$ cat config.mk
export PLATFORM = sky130hd
export DESIGN_NAME = snake_step_sequencer_flat
export DESIGN_NICKNAME = d
export VERILOG_FILES = /design/src/rtl/snake_step_if.sv /design/src/rtl/snake_step_sequencer.sv /design/src/flat_wrapper.sv
export SDC_FILE = /design/constraint.sdc
export NUM_CORES = 1
export LEC_CHECK = 0
export CAP_MARGIN = 30
export CORE_MARGIN = 1
export CORE_UTILIZATION = 30
export CTS_CLUSTER_SIZE = 40
export DETAILED_ROUTE_END_ITERATION = 7
export PLACE_DENSITY = 0.54
export RECOVER_POWER = 100
export SKIP_CTS_REPAIR_TIMING = 1
export SLEW_MARGIN = 20
export SYNTH_ARGS = -nofsm -noshare
export SYNTH_HDL_FRONTEND = slang
export SYNTH_SLANG_ARGS = --single-unit
$ cat constraint.sdc
create_clock -name clk -period 2.5 [get_ports clk]
set_input_delay 0.375 -clock clk [delete_from_list [all_inputs] [get_ports clk]]
set_output_delay 0.375 -clock clk [all_outputs]
set_load 0.1 [all_outputs]
$ cat src/rtl/snake_step_if.sv
// snake_step_if: handshake/status bundle between the tick/input front end and
// the snake step sequencer.
//   tick       one-cycle step request
//   pause      blocks step acceptance while high
//   dir_in     requested direction (00 up, 01 down, 10 left, 11 right)
//   dir_valid  dir_in is sampled this cycle
//   head_x/y   current head position
//   dir        direction committed for the current/last step
//   busy       step in progress
//   step_done  one-cycle pulse, head_x/head_y are new this cycle
//   wall_hit   sticky wall collision flag
interface snake_step_if;
  logic       tick;
  logic       pause;
  logic [1:0] dir_in;
  logic       dir_valid;
  logic [4:0] head_x;
  logic [4:0] head_y;
  logic [1:0] dir;
  logic       busy;
  logic       step_done;
  logic       wall_hit;

  modport master (
    output tick, pause, dir_in, dir_valid,
    input  head_x, head_y, dir, busy, step_done, wall_hit
  );

  modport slave (
    input  tick, pause, dir_in, dir_valid,
    output head_x, head_y, dir, busy, step_done, wall_hit
  );
endinterface

$ cat src/rtl/snake_step_sequencer.sv
// snake_step_sequencer: advances the snake head one cell per accepted tick.
// A single 5-bit add/subtract unit is shared between the X and Y axes; each
// step walks IDLE -> LATCH -> CALC -> COMMIT and pulses step_done on return.
// Edges either wrap (WRAP=1) or raise a sticky wall_hit that blocks stepping.
// Ports:
//   clk  rising-edge clock
//   rst  synchronous active-high reset
//   bus  snake_step_if slave: tick/pause/dir_in/dir_valid in,
//        head_x/head_y/dir/busy/step_done/wall_hit out (all registered)
module snake_step_sequencer #(
  parameter int unsigned GRID_W  = 32,
  parameter int unsigned GRID_H  = 32,
  parameter int unsigned START_X = 16,
  parameter int unsigned START_Y = 16,
  parameter bit          WRAP    = 1'b1
) (
  input logic         clk,
  input logic         rst,
  snake_step_if.slave bus
);

  localparam logic [4:0] XMax   = 5'(GRID_W - 1);
  localparam logic [4:0] YMax   = 5'(GRID_H - 1);
  localparam logic [4:0] StartX = 5'(START_X);
  localparam logic [4:0] StartY = 5'(START_Y);

  typedef enum logic [1:0] {StIdle, StLatch, StCalc, StCommit} state_e;

  state_e     state_q;
  logic [4:0] head_x_q, head_y_q;
  logic [1:0] dir_q, pending_q;
  logic       busy_q, done_q, wall_q;
  logic       axis_y_q;   // 1: step acts on Y
  logic       op_inc_q;   // 1: +1, 0: -1
  logic [4:0] operand_q;
  logic [4:0] sum_q;
  logic       bound_q;    // step would leave the grid

  logic [4:0] alu_b;
  logic       alu_cin;
  logic [4:0] alu_sum;
  logic [4:0] axis_max;
  logic       at_bound;
  logic [4:0] commit_val;
  logic       is_reverse;

  // Shared datapath: A + B for increment, A + ~B + 1 for decrement (B = 1).
  always_comb begin
    alu_b      = op_inc_q ? 5'd1 : ~5'd1;
    alu_cin    = ~op_inc_q;
    alu_sum    = operand_q + alu_b + {4'b0, alu_cin};
    axis_max   = axis_y_q ? YMax : XMax;
    at_bound   = op_inc_q ? (operand_q == axis_max) : (operand_q == 5'd0);
    // On a wrapping edge crossing the head lands on the opposite edge.
    commit_val = !bound_q ? sum_q : (op_inc_q ? 5'd0 : axis_max);
    // Reversal only flips the low bit within the same axis.
    is_reverse = (bus.dir_in[1] == dir_q[1]) && (bus.dir_in[0] != dir_q[0]);
  end

  always_ff @(posedge clk) begin
    if (rst) begin
      state_q   <= StIdle;
      head_x_q  <= StartX;
      head_y_q  <= StartY;
      dir_q     <= 2'b11;
      pending_q <= 2'b11;
      busy_q    <= 1'b0;
      done_q    <= 1'b0;
      wall_q    <= 1'b0;
      axis_y_q  <= 1'b0;
      op_inc_q  <= 1'b0;
      operand_q <= 5'd0;
      sum_q     <= 5'd0;
      bound_q   <= 1'b0;
    end else begin
      done_q <= 1'b0;
      // Checked against the committed direction, so two quick requests
      // cannot chain into an immediate reversal.
      if (bus.dir_valid && !is_reverse) begin
        pending_q <= bus.dir_in;
      end
      unique case (state_q)
        StIdle: begin
          if (bus.tick && !bus.pause && !wall_q) begin
            state_q <= StLatch;
            busy_q  <= 1'b1;
          end
        end
        StLatch: begin
          dir_q     <= pending_q;
          axis_y_q  <= ~pending_q[1];
          op_inc_q  <= pending_q[0];
          operand_q <= pending_q[1] ? head_x_q : head_y_q;
          state_q   <= StCalc;
        end
        StCalc: begin
          sum_q   <= alu_sum;
          bound_q <= at_bound;
          state_q <= StCommit;
        end
        StCommit: begin
          if (!bound_q || WRAP) begin
            if (axis_y_q) head_y_q <= commit_val;
            else          head_x_q <= commit_val;
          end else begin
            wall_q <= 1'b1;
          end
          done_q  <= 1'b1;
          busy_q  <= 1'b0;
          state_q <= StIdle;
        end
        default: state_q <= StIdle;
      endcase
    end
  end

  assign bus.head_x    = head_x_q;
  assign bus.head_y    = head_y_q;
  assign bus.dir       = dir_q;
  assign bus.busy      = busy_q;
  assign bus.step_done = done_q;
  assign bus.wall_hit  = wall_q;

endmodule

$ cat src/flat_wrapper.sv
// flat-port wrapper written by rule: the top's interface ports become plain ports
module snake_step_sequencer_flat 
#(
  parameter int unsigned GRID_W  = 32,
  parameter int unsigned GRID_H  = 32,
  parameter int unsigned START_X = 16,
  parameter int unsigned START_Y = 16,
  parameter bit          WRAP    = 1'b1
)
  (clk, rst, bus_tick, bus_pause, bus_dir_in, bus_dir_valid, bus_head_x, bus_head_y, bus_dir, bus_busy, bus_step_done, bus_wall_hit);
  snake_step_if bus_i ();
  input logic clk;
  input logic rst;
  input wire logic [$bits(bus_i.tick)-1:0] bus_tick;
  input wire logic [$bits(bus_i.pause)-1:0] bus_pause;
  input wire logic [$bits(bus_i.dir_in)-1:0] bus_dir_in;
  input wire logic [$bits(bus_i.dir_valid)-1:0] bus_dir_valid;
  output wire logic [$bits(bus_i.head_x)-1:0] bus_head_x;
  output wire logic [$bits(bus_i.head_y)-1:0] bus_head_y;
  output wire logic [$bits(bus_i.dir)-1:0] bus_dir;
  output wire logic [$bits(bus_i.busy)-1:0] bus_busy;
  output wire logic [$bits(bus_i.step_done)-1:0] bus_step_done;
  output wire logic [$bits(bus_i.wall_hit)-1:0] bus_wall_hit;
  assign bus_i.tick = bus_tick;
  assign bus_i.pause = bus_pause;
  assign bus_i.dir_in = bus_dir_in;
  assign bus_i.dir_valid = bus_dir_valid;
  assign bus_head_x = bus_i.head_x;
  assign bus_head_y = bus_i.head_y;
  assign bus_dir = bus_i.dir;
  assign bus_busy = bus_i.busy;
  assign bus_step_done = bus_i.step_done;
  assign bus_wall_hit = bus_i.wall_hit;
  snake_step_sequencer #(.GRID_W(GRID_W), .GRID_H(GRID_H), .START_X(START_X), .START_Y(START_Y), .WRAP(WRAP)) u_core (.clk(clk), .rst(rst), .bus(bus_i));
endmodule
**Yosys cells after proc, flatten, opt, wreduce, memory -nomap -nowiden**

Index checks and enable logic that the tools add are counted.

- Output and inout bits: 15
- Logic and storage cells: 45
- Register bits: 31

- Reductions and logical operators: 11
- Add/subtract/negate cells: 2
- Mux-type cells: 10
- Bitwise logic cells: 3
- Equality and inequality tests: 7

Operator list:

| operator | count |
|---|---|
| 2-to-1 mux 5 bit | 4 |
| case mux 2 bit (4 select lines) | 1 |
| AND reduction 2 bit | 3 |
| adder 5 x 1 -> 5 bit | 1 |
| adder 5 bit | 1 |
| == test 5 bit, second input constant | 1 |
| zero test 5 bit | 1 |
| == test 2 bit, second input constant | 2 |
| logical AND 1 bit | 3 |
| 2-to-1 mux 1 bit | 3 |
| inverter 1 bit | 3 |
| == test 2 x 1 -> 1 bit, second input constant | 1 |
| zero test 1 bit | 2 |
| zero test 2 bit | 1 |
| 2-to-1 mux 2 bit | 1 |
| inequality test 2 x 1 -> 1 bit, second input constant | 1 |
| case mux 1 bit (2 select lines) | 1 |
| nonzero test 2 bit | 1 |
| == test 1 bit | 1 |
| inequality test 1 bit | 1 |

**Depth between registers and ports, before layout**

Gate-level depths: netlist of run 1.

- Depth after elaboration: 4
- Mapped depth: 7
- Depth with buffers taken out: 6

**Least setup slack after synthesis of run 1**

Ideal clock, no wire load.

- Kind: reg2reg
- Start: reg u_core.dir_q[0], in the netlist u_core.bus.dir[0]
- End: reg u_core.pending_q[0]
- Clock period less this slack: 1.862 ns
- Arrival: 1.742 ns
- Setup time: 0.120 ns
- Required time: 2.380 ns
- Path slack: 0.638 ns
- Cell stages (with the launch flop): 5
- Path through: dfxtp_1 xnor2_1 o21ai_0 nor2_1 a211o_1

- Longest elaborated chain between the ends: 4

Ends and longest elaborated chain:

| element | RTL line | source |
|---|---|---|
| start: declaration | snake_step_sequencer.sv:31 | `logic [1:0] dir_q, pending_q;` |
| start signal: assignment | snake_step_sequencer.sv:90 | `dir_q <= pending_q;` |
| inequality test 1 bit | snake_step_sequencer.sv:57 | `is_reverse = (bus.dir_in[1] == dir_q[1]) && (bus.dir_in[0] != dir_q[0]);` |
| logical AND 1 bit | snake_step_sequencer.sv:57 |  |
| zero test 1 bit | snake_step_sequencer.sv:79 | `if (bus.dir_valid && !is_reverse) begin` |
| logical AND 1 bit | snake_step_sequencer.sv:79 |  |
| end signal: assignment | snake_step_sequencer.sv:80 | `pending_q <= bus.dir_in;` |
| end: declaration | snake_step_sequencer.sv:31 |  |

No other way between the ends.
A chain may end at the register's enable or synchronous reset.

**Final worst setup path of run 1**

- Start: reg u_core.dir_q[1], in the netlist u_core.bus.dir[1]
- End: out bus_dir[1]

RTL lines:

| element | RTL line | source |
|---|---|---|
| end: declaration | flat_wrapper.sv:20 | `output wire logic [$bits(bus_i.dir)-1:0] bus_dir;` |

No word-level cell between the ends.

==> results of run 1 <==
how the worst min path moves through the flow:
stage,from,end,slack (ps),depth (start not counted)
6_report,u_core.sum_q[3],u_core.sum_q[3],480,2
2_1_floorplan,u_core.sum_q[3],u_core.sum_q[3],450,2
4_1_cts,u_core.sum_q[3],u_core.sum_q[3],480,2
3_5_place_dp,u_core.sum_q[3],u_core.sum_q[3],470,2
3_3_place_gp,u_core.sum_q[3],u_core.sum_q[3],470,2
5_1_grt,u_core.axis_y_q,u_core.axis_y_q,530,2
kinds of logic after synthesis:
family / count (synthesis)
buf+inv: 21
mux: 7
fa+ha+maj: 11
xor+xnor: 5
other cells: 1
flops: 31
compound gates: 42
simple gates: 51
Yosys cell counts, types with 2 or more instances:
master	number	area [um2]
a211o_1	3	26.3
a211oi_1	16	120
a21oi_1	12	60.1
a31oi_1	2	12.5
clkbuf_1	8	30.0
dfxtp_1	31	621
ha_1	10	125
inv_1	10	37.5
mux2i_1	7	70.1
nand2_1	5	18.8
nand2b_1	3	18.8
nor2_1	29	109
nor2b_1	3	18.8
nor3_1	3	15.0
o21ai_0	3	15.0
or2_2	3	18.8
xnor2_1	3	26.3
xor2_1	2	17.5
through the flow:
step	area (um2)	total power [uW]
4_1_cts	1830	2280
2_1_floorplan	1500	1590
3_5_place_dp	1730	1820
5_1_grt	1770	2410
3_3_place_gp	1730	1830
6_report	1770	2220
final cells by class:
type	count	area, um2
fill	497	3020
sequential	31	621
clock buffer	7	96.3
timing repair buffer	24	131
multi-input combinational	117	791
inverter	10	37.5
clock inverter	1	7.51
tap	67	83.8
routing by layer:
layer  up-vias  track usage  share of wire
li1        617            -              -
met1       501        0.178           0.51
met2        13        0.187           0.43
met3         8       0.0442          0.031
met4         0       0.0719          0.024
met5         -            0              0
power by group:
part / total [uW] / switching (uW) / internal [uW]
registers: 744 / 117 / 627
clock network: 446 / 196 / 250
logic: 1030 / 681 / 350
total: 2220 / 994 / 1230
registers in the layout, summed over array words and instances (netlist names):
register / cells
u_core.state_q: 2
u_core.bus.head_x: 5
u_core.bound_q: 1
u_core.bus.busy: 1
u_core.operand_q: 5
u_core.axis_y_q: 1
u_core.bus.dir: 2
u_core.bus.head_y: 5
u_core.op_inc_q: 1
u_core.pending_q: 2
u_core.bus.step_done: 1
u_core.sum_q: 5
placed cells by master, fill, tap and decap left out, types with 2 or more instances in the layout:
master,synthesis,layout
inv_1,10,10
xnor2_1,3,3
dlygate4sd3_1,0,2
nor3_1,3,3
xor2_1,2,2
ha_1,10,10
a21oi_1,12,12
a211oi_1,16,16
mux2i_1,7,7
clkdlybuf4s50_1,0,4
dfxtp_1,31,31
or2_2,3,3
nor2_1,29,29
nor2b_1,3,3
a31oi_1,2,2
clkbuf_1,8,17
a211o_1,3,3
nand2b_1,3,3
clkbuf_8,0,7
nand2_1,5,5
o21ai_0,3,3
==> impl_metrics.yaml, run 1 <==
placement:
  dp.cells: 249
  place_ws_ps: 731
  gp_congestion: 0.783
  dp_hpwl_um: 2260
  portBuffers: 20
job:
  cap_violations: 0
logic_synthesis:
  yosys_warnings: 0
  ys_async_sr_fraction: 0
  synth_compound_area_frac: 0.192
  synth-edff-count: 0
  synth-simple-area-share: 0.159
  synth_xor_area_frac: 0.0291
  syn_inst: 169
  synth_flop_cell: "dfxtp_1"
  synth-seq-cells: 31
  synth_top_family_by_area: "compound AO/OA/AOI/OAI gates"
  syn-num-nets: 187
  synth.cell_area_um2: 1500
  synthMuxAreaShare: 0.0466
  yosys.area_share.adder: 0.0966
  ys_types: 34
  syn_avg_cell_area_um2: 8.89
  yosysSeqAreaShare: 0.413
floorplanning:
  initial_utilization: 0.314
  die_h_um: 72.8
  fp.dieW_um: 72.8
  io_pins: 22
  core_area_um2: 4790
  dieArea_um2: 5300
  rows: 25
timing:
  period_share: 0.761
  setup_viol: 0
  min_period_ps: 1900
  finalSetupTns_ps: 0
  finalClockSkew_ps: 5.78
  drv_slew: 0
  fmax_mhz: 525
  hold_violations: 0
  layout_setup_ws_ps: 597
  hold_ws_ps: 480
  slew-limit-headroom: 0.223
  tightest_slew_ps: 1170
  rsz0062_at_grt: "no"
hold_path:
  min_path_type: "register to register"
setup_path:
  worstSetupEndpointType: "primary output"
  crit_end: "bus_dir[1]"
  r2r_end: "u_core.sum_q[3]"
  crit_type: "register to primary output"
  path_cells: "clkbuf_1"
  critPathMaxStageDelay_ps: 870
  cpMaxStageDelayCell: "clkbuf_1"
  critPathTopFamily: "buffers and inverters"
  crit_buf_inv: 1
  startpoint_type: "register"
  reg2reg_depth: 6
  cp.depth: 1
  critPathLaunch: "u_core.bus.dir[1]"
  cp_max_fo: 3
  arrival_ps: 1530
  r2r_setup_slack_ps: 820
  reg2reg_from: "u_core.state_q[0]"
  required_ps: 2120
detailed_routing:
  antenna_left: 0
  drc_errors: 0
  via_per_inst: 4.43
  finalWirelength_um: 3090
  vias: 1139
  wire_per_inst_um: 12.0
  dr.pass1.iters: 4
  drtIter0Drc: 40
final_layout:
  n_antenna_cell: 0
  final_util: 0.369
  final_cells: 257
  fin_nets: 207
  area_delta_synth_final_pct: 17.7
  drive_gt1_frac: 0.0842
clocking:
  cts_max_path_buffers: 2
  htreeDepth: 2
  cts_root_buf: "clkbuf_8"
  worst_skew_pair.late_latency_ps: 290
  cts-buffers-inserted: 5
  clock-sinks: 31
  cts_tree: "built"
  clk_pin_slew_ps: 70
grt:
  antenna_found_initial: 0
  grt_max_degree: 17
  grt_pass1_vias: 1007
  grt_overflow: 0
  globalRouteTotalUtil: 0.133
  grt_pass1_wl_um: 5150
power_and_ir_drop:
  ir_drop_v: 0.000449
  p_per_area_nw_per_um2: 1260
  leakagePower_uw: 0.000656
run_status:
  status: "finished, final reports clean"
Power figures use the tool's default switching activity.
==> run 2: changes to the inputs <==
PLACE_DENSITY = 0.56   (was 0.54)
clock period = 1.6 ns   (was 2.5 ns; I/O delays follow)
==> run 2 against run 1 <==
  * Setup slack got worse by 500 ps
  * Utilization increased by 2.7 points
  * First-iteration DRC count increased by 13%
  * Sequential share of layout area decreased by 2.3 points
  * Register-to-register slack got worse by 720 ps
  * Worst hold slack improved by 1.6 ps
  * Largest cell class unchanged
  * Largest power group unchanged
==> impl_metrics.yaml, run 2 (same netlist as run 1, synthesis figures left out) <==
run_status:
  status: "finished, final reports clean"
setup_path:
  required_ps: 1810
  arrival_ps: 1720
  critPathTopFamily: "simple AND/OR/NAND/NOR gates"
  crit_buf_inv: 1
  cp_max_fo: 8
  path_cells: "buf_4, or4_1, nor3_1, a31oi_1, a211oi_2"
  startpoint_type: "register"
  worstSetupEndpointType: "register"
  cpMaxStageDelayCell: "or4_1"
  critPathMaxStageDelay_ps: 520
  crit_type: "register to register"
power_and_ir_drop:
  total_power_uw: 3780
  p_per_area_nw_per_um2: 1990
  leakagePower_uw: 0.000755
  ir_drop_v: 0.000806
hold_path:
  min_path_type: "register to register"
final_layout:
  ff_latch_area_um2: 623
  layout_common_cells: "nor2_1 (29), dfxtp_1 (29), a211oi_1 (16)"
  fin_nets: 214
  area_delta_synth_final_pct: 26.3
  num-fill-cells: 489
  drive_gt1_frac: 0.223
  multi_input_area_um2: 821
  n_antenna_cell: 0
detailed_routing:
  finalWirelength_um: 3370
  wire_per_inst_um: 12.8
  vias: 1207
  drc_errors: 0
  antenna_left: 0
  via_per_inst: 4.57
  drtIter0Drc: 45
  dr.pass1.iters: 4
grt:
  grt_max_degree: 34
  met2_usage: 0.221
  globalRouteTotalUtil: 0.137
  antenna_found_initial: 0
  grt_pass1_vias: 1163
  use_met1: 0.170
  grt.busiest_layer: "met2"
  grt_overflow: 0
  grt_pass1_wl_um: 5400
  grtUsageMet3: 0.0456
floorplanning:
  rows: 25
  die_h_um: 72.8
  io_pins: 22
  initial_utilization: 0.314
  core_area_um2: 4790
  fp.dieW_um: 72.8
  dieArea_um2: 5300
timing:
  min_period_ps: 1500
  rsz0062_at_grt: "no"
  hold_violations: 0
  period_share: 0.939
  fmax_mhz: 666
  drv_slew: 0
  tightest_slew_ps: 554
  setup_viol: 0
  finalSetupTns_ps: 0
  finalClockSkew_ps: 6.43
  slew-limit-headroom: 0.633
job:
  cap_violations: 0
clocking:
  cts_tree: "built"
  htreeDepth: 2
  worst_skew_pair.late_latency_ps: 290
  cts_root_buf: "clkbuf_8"
  cts-buffers-inserted: 5
  clk_pin_slew_ps: 70
  cts_max_path_buffers: 2
  clock-sinks: 31
placement:
  portBuffers: 20
  gp_congestion: 0.757
  dp_hpwl_um: 2390
-- run 2: worst reg2reg max path, stage by stage, from the launching register on --
cell,delay (ps)
dfxtp_1,320
buf_4,160
or4_1,520
nor3_1,140
a31oi_1,80
a211oi_2,210
-- run 2: power breakdown --
part	total (uW)	leakage [uW]	switching, uW	internal, uW
clock network	816	0.0000612	313	504
logic	1810	0.000442	1140	670
registers	1160	0.000252	176	983
total	3780	0.000755	1630	2160
-- run 2: layout make-up --
type | count | share of cell area
Timing Repair Buffer | 31 | 0.113
Multi-Input combinational cell | 117 | 0.432
Clock buffer | 6 | 0.0435
Tap cell | 67 | 0.0442
Sequential cell | 31 | 0.328
Clock inverter | 2 | 0.0185
Inverter | 10 | 0.0198
-- run 2: final timing paths --
kind              startpoint         endpoint  slack [ps]  cells past startpoint
min reg2reg  u_core.sum_q[1]  u_core.sum_q[1]         480                      2
max reg2reg  u_core.op_inc_q   u_core.bound_q         100                      5
max          u_core.op_inc_q   u_core.bound_q         100                      5
min          u_core.sum_q[1]  u_core.sum_q[1]         480                      2
-- run 2: per-stage QoR --
step           area [um2]  cells   util  hold slack (ps)  worst slack (ps)
2_1_floorplan        1510    169      -              427              66.3
4_1_cts              2090    264  0.436              483              38.5
3_5_place_dp         1970    256  0.412              475              16.1
6_report             1900    264  0.397              481              98.0
5_1_grt              1900    264  0.397              534              21.9
3_3_place_gp         1970    256  0.412              471              42.8
-- run 2: routing by layer --
| metal | share of wire | wire [um] |
|---|---|---|
| met1 | 0.50 | 1690 |
| met2 | 0.46 | 1540 |
| met3 | 0.024 | 82 |
| met4 | 0.016 | 55 |
| met5 | 0 | 0 |
==> run 3: changes to the inputs <==
CORE_UTILIZATION = 48   (was 30)
PLACE_DENSITY = 0.8   (was 0.56)
==> run 3 against run 2 <==
  * Critical path depth did not move
  * Fmax fell by 5.1%
  * Clock power fell by 47%
  * Largest cell class unchanged
  * Largest power group unchanged
==> impl_metrics.yaml, run 3 (same netlist as run 1, synthesis figures left out) <==
timing:
  period_share: 0.989
  tightest_slew_ps: 554
  finalSetupTns_ps: 0
  drv_slew: 0
  setup_viol: 0
  finalClockSkew_ps: 5.56
  min_period_ps: 1580
  slew-limit-headroom: 0.632
  hold_violations: 0
  hold_ws_ps: 501
  fmax_mhz: 632
final_layout:
  area_delta_synth_final_pct: 18.0
  drive_gt1_frac: 0.215
  layout_common_cells: "nor2_1 (29), dfxtp_1 (28), a211oi_1 (16)"
  num-fill-cells: 216
  final_common_cell: "nor2_1"
  fin_nets: 212
  fin_area_um2: 1770
  n_antenna_cell: 0
floorplanning:
  rows: 19
  io_pins: 22
  dieArea_um2: 3360
  die_h_um: 58.0
  core_area_um2: 2850
  initial_utilization: 0.527
  fp.dieW_um: 58.0
setup_path:
  startpoint_type: "register"
  reg2reg_from: "u_core.op_inc_q"
  cp_max_fo: 7
  crit_type: "register to register"
  arrival_ps: 1780
  critPathLaunch: "u_core.op_inc_q"
  required_ps: 1800
  worstSetupEndpointType: "register"
power_and_ir_drop:
  p_seq_frac: 0.347
  power.share.clock: 0.124
  total_power_uw: 3450
  ir_drop_v: 0.000997
  leakagePower_uw: 0.000717
  intPower_uw: 1820
  p_sw_uw: 1630
  switching_share: 0.473
  p_per_area_nw_per_um2: 1950
  p_comb_frac: 0.529
clocking:
  clock-sinks: 31
  cts_root_buf: "clkbuf_4"
  cts_max_path_buffers: 2
  cts-buffers-inserted: 5
  worst_skew_pair.late_latency_ps: 330
  clk_pin_slew_ps: 90
  cts_tree: "built"
  htreeDepth: 2
detailed_routing:
  via_per_inst: 5.75
  drc_errors: 0
  vias: 1299
  drtIter0Drc: 52
  antenna_left: 0
  dr.pass1.iters: 4
  wire_per_inst_um: 15.6
  finalWirelength_um: 3530
grt:
  grt_max_degree: 26
  antenna_found_initial: 0
  globalRouteTotalUtil: 0.227
  grt_overflow: 0
  grt_pass1_vias: 1291
  grt_pass1_wl_um: 5750
placement:
  gp_congestion: 0.905
  dp_hpwl_um: 2590
  portBuffers: 20
  place_area_um2: 1910
hold_path:
  min_from: "u_core.sum_q[0]"
  min_path_type: "register to register"
job:
  cap_violations: 0
run_status:
  status: "finished, final reports clean"
[run 3: changes by cell type in the layout (fill, tap and decap cells not counted), moves of 2 or more]
| cell | change |
|---|---|
| clkbuf_1 | +2 |
| buf_4 | -2 |
| clkbuf_4 | +5 |
| clkbuf_8 | -6 |
[run 3: cell type report]
class,count,area [um2],area share
Inverter,10,37.5,0.0212
Timing Repair Buffer,29,200,0.113
Sequential cell,31,624,0.352
Clock inverter,1,5.00,0.00282
Clock buffer,7,45.0,0.0254
Multi-Input combinational cell,117,822,0.464
Tap cell,31,38.8,0.0219
[run 3: stage by stage]
step / util / setup slack (ps) / cells
6_report: 0.621 / 17.7 / 226
5_1_grt: 0.621 / -55.2 / 226
4_1_cts: 0.687 / 36.8 / 226
3_5_place_dp: 0.670 / 6.29 / 218
3_3_place_gp: 0.670 / 68.6 / 218
2_1_floorplan: - / 66.3 / 169
[run 3: routing by layer]
layer | up-vias | share of wire | GRT usage | wire, um
met2 | 52 | 0.50 | 0.383 | 1770
met3 | 9 | 0.058 | 0.0982 | 203
met1 | 610 | 0.43 | 0.262 | 1510
li1 | 628 | - | - | -
met4 | 0 | 0.013 | 0.0646 | 46
met5 | - | 0 | 0 | 0
[run 3: worst max-delay path, cell delays in order, from the launching register on]
cell and delay (ps):
dfxtp_1 330, buf_4 170, fa_1 400, nand2b_1 170, a21oi_1 230, o221ai_1 160
[run 3: power groups by stage]
stage	logic [uW]	registers, uW	clock network, uW
detailed placement	1870	1210	0
global route	2010	1210	477
floorplan	1010	1470	0
finish	1820	1200	429
CTS	1880	1200	432
global placement	1780	1190	0
[run 3: path summary, 6_finish.rpt]
| kind | endpoint | slack [ps] | cells past startpoint |
|---|---|---|---|
| setup / recovery | u_core.sum_q[4] | 20 | 5 |
| hold / removal | u_core.sum_q[0] | 500 | 2 |
| setup reg to reg | u_core.sum_q[4] | 20 | 5 |
| hold reg to reg | u_core.sum_q[0] | 500 | 2 |
